## src/rtl/id_stage.sv

```systemverilog
// Instruction-decode stage: IF/ID register, 32x32 register file with write-through,
// main control decoder, load-use hazard detection and the registered ID/EX bundle.
module id_stage #(
    parameter logic [31:0] NOP_INSTR = 32'h0000_0000
) (
    input  logic        i_clk,
    input  logic        i_rst_n,
    input  logic [31:0] i_fetch_pc,
    input  logic [31:0] i_fetch_instr,
    input  logic        i_flush,
    input  logic        i_wb_we,
    input  logic [4:0]  i_wb_addr,
    input  logic [31:0] i_wb_data,
    output logic        o_pcWrite,
    output logic        o_id_valid,
    output logic [31:0] o_id_pc,
    output logic [31:0] o_rs_data,
    output logic [31:0] o_rt_data,
    output logic [31:0] o_imm,
    output logic [4:0]  o_rs,
    output logic [4:0]  o_rt,
    output logic [4:0]  o_rd,
    output logic [5:0]  o_funct,
    output logic        o_regwrite,
    output logic        o_memread,
    output logic        o_memwrite,
    output logic        o_memtoreg,
    output logic        o_alusrc,
    output logic        o_regdst,
    output logic        o_branch,
    output logic [1:0]  o_aluop
);

    localparam logic [5:0] OP_RTYPE = 6'h00;
    localparam logic [5:0] OP_LW    = 6'h23;
    localparam logic [5:0] OP_SW    = 6'h2B;
    localparam logic [5:0] OP_BEQ   = 6'h04;
    localparam logic [5:0] OP_ADDI  = 6'h08;

    typedef struct packed {
        logic        valid;
        logic [31:0] pc;
        logic [31:0] rs_data;
        logic [31:0] rt_data;
        logic [31:0] imm;
        logic [4:0]  rs;
        logic [4:0]  rt;
        logic [4:0]  rd;
        logic [5:0]  funct;
        logic        regwrite;
        logic        memread;
        logic        memwrite;
        logic        memtoreg;
        logic        alusrc;
        logic        regdst;
        logic        branch;
        logic [1:0]  aluop;
    } idex_t;

    logic [31:0] ifid_pc_reg;
    logic [31:0] ifid_instr_reg;
    logic        ifid_valid_reg;
    idex_t       idex_reg;
    idex_t       idex_next;

    logic [5:0]  opcode;
    logic [4:0]  rs;
    logic [4:0]  rt;
    logic [31:0] rs_data;
    logic [31:0] rt_data;
    logic        reads_rt;
    logic        stall;

    assign opcode = ifid_instr_reg[31:26];
    assign rs     = ifid_instr_reg[25:21];
    assign rt     = ifid_instr_reg[20:16];

    // Register file: r0 is hard-wired to zero, r1..r31 are individual reset-able words.
    logic [31:0] rf_word [32];
    assign rf_word[0] = '0;

    generate
        for (genvar gi = 1; gi < 32; gi++) begin : g_rf
            logic [31:0] word_reg;
            always_ff @(posedge i_clk or negedge i_rst_n) begin
                if (!i_rst_n) begin
                    word_reg <= '0;
                end else if (i_wb_we && i_wb_addr == 5'(gi)) begin
                    word_reg <= i_wb_data;
                end
            end
            assign rf_word[gi] = word_reg;
        end
    endgenerate

    // Same-cycle writeback bypass so the consumer never waits on the register file.
    assign rs_data = (i_wb_we && i_wb_addr == rs && rs != 5'd0) ? i_wb_data : rf_word[rs];
    assign rt_data = (i_wb_we && i_wb_addr == rt && rt != 5'd0) ? i_wb_data : rf_word[rt];

    assign reads_rt  = (opcode == OP_RTYPE) || (opcode == OP_SW) || (opcode == OP_BEQ);
    assign stall     = idex_reg.memread && (idex_reg.rt != 5'd0)
                       && ((idex_reg.rt == rs) || (reads_rt && idex_reg.rt == rt))
                       && !i_flush;
    assign o_pcWrite = !stall;

    always_ff @(posedge i_clk or negedge i_rst_n) begin
        if (!i_rst_n) begin
            ifid_pc_reg    <= '0;
            ifid_instr_reg <= NOP_INSTR;
            ifid_valid_reg <= 1'b0;
        end else if (i_flush) begin
            ifid_pc_reg    <= '0;
            ifid_instr_reg <= NOP_INSTR;
            ifid_valid_reg <= 1'b0;
        end else if (!stall) begin
            ifid_pc_reg    <= i_fetch_pc;
            ifid_instr_reg <= i_fetch_instr;
            ifid_valid_reg <= 1'b1;
        end
    end

    always_comb begin
        idex_next = '0;
        if (!(i_flush || stall || !ifid_valid_reg)) begin
            idex_next.valid   = 1'b1;
            idex_next.pc      = ifid_pc_reg;
            idex_next.rs_data = rs_data;
            idex_next.rt_data = rt_data;
            idex_next.imm     = {{16{ifid_instr_reg[15]}}, ifid_instr_reg[15:0]};
            idex_next.rs      = rs;
            idex_next.rt      = rt;
            idex_next.rd      = ifid_instr_reg[15:11];
            idex_next.funct   = ifid_instr_reg[5:0];
            // Unknown opcodes flow through as valid no-ops with all control low.
            case (opcode)
                OP_RTYPE: begin
                    idex_next.regwrite = 1'b1;
                    idex_next.regdst   = 1'b1;
                    idex_next.aluop    = 2'b10;
                end
                OP_LW: begin
                    idex_next.regwrite = 1'b1;
                    idex_next.memread  = 1'b1;
                    idex_next.memtoreg = 1'b1;
                    idex_next.alusrc   = 1'b1;
                end
                OP_SW: begin
                    idex_next.memwrite = 1'b1;
                    idex_next.alusrc   = 1'b1;
                end
                OP_BEQ: begin
                    idex_next.branch = 1'b1;
                    idex_next.aluop  = 2'b01;
                end
                OP_ADDI: begin
                    idex_next.regwrite = 1'b1;
                    idex_next.alusrc   = 1'b1;
                end
                default: ;
            endcase
        end
    end

    always_ff @(posedge i_clk or negedge i_rst_n) begin
        if (!i_rst_n) begin
            idex_reg <= '0;
        end else begin
            idex_reg <= idex_next;
        end
    end

    assign o_id_valid = idex_reg.valid;
    assign o_id_pc    = idex_reg.pc;
    assign o_rs_data  = idex_reg.rs_data;
    assign o_rt_data  = idex_reg.rt_data;
    assign o_imm      = idex_reg.imm;
    assign o_rs       = idex_reg.rs;
    assign o_rt       = idex_reg.rt;
    assign o_rd       = idex_reg.rd;
    assign o_funct    = idex_reg.funct;
    assign o_regwrite = idex_reg.regwrite;
    assign o_memread  = idex_reg.memread;
    assign o_memwrite = idex_reg.memwrite;
    assign o_memtoreg = idex_reg.memtoreg;
    assign o_alusrc   = idex_reg.alusrc;
    assign o_regdst   = idex_reg.regdst;
    assign o_branch   = idex_reg.branch;
    assign o_aluop    = idex_reg.aluop;

endmodule

```

## config.mk

```make
export PLATFORM = sky130hd
export DESIGN_NAME = id_stage
export DESIGN_NICKNAME = d
export VERILOG_FILES = /design/src/rtl/id_stage.sv
export SDC_FILE = /design/constraint.sdc
export NUM_CORES = 2
export LEC_CHECK = 0
export ABC_AREA = 1
export CAP_MARGIN = 5
export CORE_ASPECT_RATIO = 2
export CORE_MARGIN = 3
export CORE_UTILIZATION = 60
export CTS_BUF_LIST = sky130_fd_sc_hd__clkbuf_8 sky130_fd_sc_hd__clkbuf_16
export DETAILED_ROUTE_END_ITERATION = 7
export GPL_TIMING_DRIVEN = 0
export PLACE_DENSITY_LB_ADDON = 0.1
export SLEW_MARGIN = 20
export SYNTH_ARGS = -nofsm -noshare
export SYNTH_HDL_FRONTEND = slang
export SYNTH_SLANG_ARGS = --single-unit
```

## constraint.sdc

```tcl
create_clock -name i_clk -period 3.92 [get_ports i_clk]
set_input_delay 0.588 -clock i_clk [delete_from_list [all_inputs] [get_ports i_clk]]
set_output_delay 0.588 -clock i_clk [all_outputs]
set_load 0.02 [all_outputs]
```

==> results of run 1 <==
## metrics by stage
stage | std cells | setup TNS, ns | worst slack, ns | utilization | hold WS (ns)
floorplan | 9244 | 0 | 1.743 | - | 0.2924
global placement | 10880 | - | -50.31 | 0.6464 | 0.4659
detailed placement | 10880 | -0.09367 | -0.05161 | 0.6492 | 0.4732
CTS | 11080 | 0 | 0.02275 | 0.6851 | 0.3845
## cell families after synthesis
group / count (synthesis) / share of synthesized area
DFF: 1188 / 0.4625
and+or+nand+nor: 5692 / 0.3633
AOI/OAI and AO/OA: 1207 / 0.09429
buffers and inverters: 1149 / 0.07880
xor gates and xnor gates: 8 / 0.001090
## per-layer routing
| layer | global-route usage | overflow |
|---|---|---|
| met2 | 0.8894 | 20 |
| met1 | 0.6583 | 0 |
| met3 | 0.4351 | 2 |
| met5 | 0.1658 | 0 |
| met4 | 0.7142 | 11 |
## synth_stat cells
master,count,area [um2]
nand3_1,1381,6912
o31ai_1,1,7.510
o21ai_1,1,5.000
clkbuf_1,374,1404
o21ai_2,1,8.760
a21oi_1,147,735.7
nor3_1,1,5.000
o22ai_1,2,12.51
or2_2,1,6.260
buf_2,283,1416
xnor2_1,4,35.03
buf_6,17,191.4
dfrtp_1,1188,29730
inv_2,11,41.29
o211ai_1,1,7.510
nor2_4,1,11.26
nor2_1,594,2230
buf_4,72,540.5
nand4_1,79,494.2
inv_1,336,1261
o21ai_0,1051,5260
nand2_2,9,56.30
xor2_1,4,35.03
nor3b_1,1,7.510
nor2_2,8,50.05
nor4_1,1,6.260
nand2_1,3616,13570
buf_1,56,210.2
a31oi_1,1,6.260
a21oi_2,2,17.52
## timing repair
action	CTS
hold buffers	1
endpoints found under the hold margin	85
setup endpoints to repair	1
gates resized for setup	3
==> results.py, run 1 <==
metrics = {
    "yosys": {
        "synth_area_per_cell_um2": 6.953,
        "syn_nets": 9349,
        "yosysWarnings": 0,
        "syn_inst": 9244,
        "netlist_area_mm2": 0.06428,
        "ys_ff_latch": 1188,
        "seq_area_frac_synth": 0.4625,
        "ys_types": 30,
    },
    "clocking": {
        "clk_path_buf_depth": 3,
        "cts_buffers": 105,
        "htreeDepth": 3,
        "cts_sinks": 1188,
        "cts_setup_buffers": 0,
        "cts-root-buf": "clkbuf_16",
    },
    "status": {
        "haltStage": "global routing",
        "status": "stopped before the end",
        "error": "[ERROR GRT-0116] Global routing finished with congestion. Check the congestion regions in the DRC Viewer.",
    },
    "placed_design": {
        "placement.io_buffers": 263,
        "placed_area_mm2": 0.06891,
        "hpwlAfterDp_mm": 258.0,
        "gp_congestion": 1.216,
    },
    "global_routing": {
        "grt_usage": 0.6697,
        "grt_max_degree": 151,
        "grt_pass1_wl_mm": 531.7,
        "grt_overflow": 33,
        "grt_pass1_vias": 74580,
    },
    "die": {
        "pin_count": 265,
        "initial_core_util": 0.6055,
        "rows": 169,
        "die_y_um": 468.9,
        "die_x_um": 237.4,
    },
}
==> run 2, diff against run 1 <==
Settings changed: CORE_ASPECT_RATIO 2 to default, CORE_UTILIZATION 60 to 40, CTS_BUF_LIST sky130_fd_sc_hd__clkbuf_8 sky130_fd_sc_hd__clkbuf_16 to default, PLACE_DENSITY_LB_ADDON 0.1 to 0.15.
==> results.py, run 2 <==
metrics = {
    "yosys": {
        "synth_edf_count": 0,
        "syn_inst": 9244,
        "netlist_area_mm2": 0.06428,
        "seq_area_frac_synth": 0.4625,
        "synth_area_per_cell_um2": 6.953,
        "post-synth-top-count-cell": "nand2_1",
        "ys_ff_latch": 1188,
        "synth.area.top_cells": "dfrtp_1, nand2_1, nand3_1",
        "ys.flop_type": "dfrtp_1",
        "ys_types": 30,
        "synth_top_area_share": 0.4625,
        "async_flop_share": 1.000,
        "synth_commonest_cells": "nand2_1, nand3_1, dfrtp_1, o21ai_0, nor2_1",
        "synth_top_cell_by_area": "dfrtp_1",
        "yosysWarnings": 0,
        "syn_nets": 9349,
    },
    "sta": {
        "fin_tns_setup_ns": -0.3204,
        "hold_violations": 0,
        "fin_crit_sh": 1.052,
        "timing.final.ws_setup_ns": -0.2048,
        "clock_skew_ns": 0.02789,
        "maxSlewViolCount": 0,
        "worst_slew_pin_slew_ns": 1.320,
        "hold_slack_ns": 0.3307,
        "period_needed_ns": 4.125,
        "relSlewSlack": 0.1198,
        "setup_viol": 2,
        "fmax_mhz": 242.4,
        "grt_setup_unrepaired": "false",
    },
    "die": {
        "die_y_um": 406.9,
        "rows": 146,
        "initial_core_util": 0.4044,
        "pin_count": 265,
        "coreArea_mm2": 0.1589,
        "die_x_um": 406.9,
        "dieArea_mm2": 0.1655,
    },
    "clocking": {
        "cts_buffers": 143,
        "cts_sinks": 1188,
        "cts-root-buf": "clkbuf_16",
        "cts_tree": "yes",
        "clk_path_buf_depth": 3,
        "clock_latency_ns": 0.82,
        "cts_setup_buffers": 0,
        "clkTransAtPathRegs_ns": 0.06,
        "htreeDepth": 4,
    },
    "routing": {
        "via_per_inst": 5.868,
        "drc": 0,
        "wl_per_cell_um": 30.71,
        "wl_mm": 363.9,
        "num_vias": 69540,
        "first_iter_violations": 10610,
        "ant_nets": 0,
        "firstDrtPassIters": 8,
    },
    "global_routing": {
        "grt_usage": 0.4316,
        "grt_pass1_wl_mm": 497.9,
        "grt_antenna_before_repair": 41,
        "grt_overflow": 0,
        "grt_pass1_vias": 64130,
        "grt_max_degree": 143,
    },
    "cells_and_area": {
        "syn2layout_area_growth_pct": 16.10,
        "final_common_cell": "nand2_1",
        "layout_common_cells": "nand2_1, nand3_1, dfrtp_1",
        "multiInputGateArea_mm2": 0.02949,
        "fin_area_mm2": 0.07463,
        "layout.nets": 9770,
        "largest_register_ffs": 992,
        "drive_above_1_share": 0.06792,
        "fill_cells": 16380,
        "seq_area_mm2": 0.02973,
    },
    "worst_setup_path": {
        "critPathKind": "reg2reg",
        "crit_required_ns": 4.57,
        "cp.depth": 10,
        "slowest_delay_ns": 0.96,
        "critPathCaptureType": "flip-flop",
        "crit_chain": "buf_2, inv_2, buf_2, clkdlybuf4s15_1, nand2_1, a21oi_1, nor2_1, nor2_1, nor2_1, nor2_1",
        "crit_buf_inv": 4,
        "cp_slowest_cell": "clkdlybuf4s15_1",
        "crit_top_cell": "nor2_1",
        "worst-path-max-fanout": 11,
        "cp.arrival_ns": 4.77,
        "worstSetupStartpointType": "flip-flop",
        "ff2ff_path_depth": 10,
        "crit_family": "buffers and inverters",
    },
    "placed_design": {
        "placement.io_buffers": 263,
        "gp_congestion": 1.038,
        "placed_area_mm2": 0.06989,
        "place_ws_ns": -0.09275,
        "hpwlAfterDp_mm": 278.7,
    },
    "pwr": {
        "p_clk_frac": 0.369,
        "p_int_uw": 24680,
        "swShare": 0.3408,
        "ir_worst_vdd_mv": 0.5089,
        "p_comb_frac": 0.203,
        "power.switching_uw": 12760,
        "power_density_mw_per_mm2": 501.7,
        "power_frac_seq": 0.427,
        "p_leak_uw": 0.03535,
    },
    "run": {
        "maxCapViolations": 0,
    },
    "status": {
        "failed_checks": "setup timing",
        "status": "finished with violations",
    },
    "min_path": {
        "hp-class": "in2async",
    },
}
-- run 2: cell counts after synthesis --
Identical to the previous run, type by type.
-- run 2: cell families after synthesis --
| logic type | after synthesis | synth area share |
|---|---|---|
| AOI/OAI and AO/OA | 1207 | 0.09429 |
| and+or+nand+nor | 5692 | 0.3633 |
| DFF | 1188 | 0.4625 |
| xor gates and xnor gates | 8 | 0.001090 |
| buffers and inverters | 1149 | 0.07880 |
-- run 2: metal layers --
metal	wire length, um	GRT usage	vias up	share of wire
met5	532	0.006839	-	0.0015
met3	45450	0.1525	1196	0.12
met1	140700	0.5513	33200	0.39
li1	-	-	30510	-
met2	149900	0.6196	4581	0.41
met4	27340	0.2720	46	0.075
-- run 2: path summary, 6_finish.rpt --
check,start,endpoint,slack (ns)
max in group asynchronous,i_rst_n,o_rt_data[26],1.45
setup reg to reg,ifid_instr_reg[18],o_rt_data[12],-0.20
min in group i_clk,i_fetch_instr[9],ifid_instr_reg[9],0.34
hold / removal,i_rst_n,g_rf[3].word_reg[5],0.33
setup / recovery,ifid_instr_reg[18],o_rt_data[12],-0.20
hold reg to reg,g_rf[3].word_reg[5],g_rf[3].word_reg[5],0.49
-- run 2: layout make-up --
cell class | count | area share
antenna | 15 | 0.0005030
buffer | 802 | 0.05094
clock buffer | 193 | 0.05454
clock inverter | 49 | 0.008165
inverter | 347 | 0.01745
multi-input combinational | 6907 | 0.3952
sequential | 1188 | 0.3984
tap | 2072 | 0.03474
timing repair buffer | 276 | 0.04010
-- run 2: timing repair --
action	4_1_cts	5_1_grt
gates resized for setup	0	3
endpoints found under the hold margin	71	0
hold buffers	1	0
setup endpoints to repair	0	2
-- run 2: worst reg2reg max path, delay by kind of cell, from the launching register on --
family / cells / cell delay, ns
DFF: 1 / 0.36
buffers and inverters: 4 / 2.09
AOI/OAI and AO/OA: 1 / 0.24
and+or+nand+nor: 5 / 1.28
-- run 2: per-stage QoR --
step | utilization | power, uW | instances
2_1_floorplan | - | 20020 | 9244
3_3_place_gp | 0.4373 | 23190 | 11580
3_5_place_dp | 0.4398 | 23380 | 11590
4_1_cts | 0.4693 | 37060 | 11830
5_1_grt | 0.4694 | 38820 | 11840
6_report | 0.4696 | 37440 | 11850
-- run 2: power groups by stage --
| stage | clock network, uW | logic [uW] | registers, uW |
|---|---|---|---|
| floorplan | 0 | 4390 | 15600 |
| global placement | 0 | 7070 | 16100 |
| detailed placement | 0 | 7320 | 16100 |
| CTS | 13800 | 7340 | 15900 |
| global route | 14300 | 8290 | 16200 |
| finish | 13800 | 7610 | 16000 |
Power figures use the tool's default switching activity.
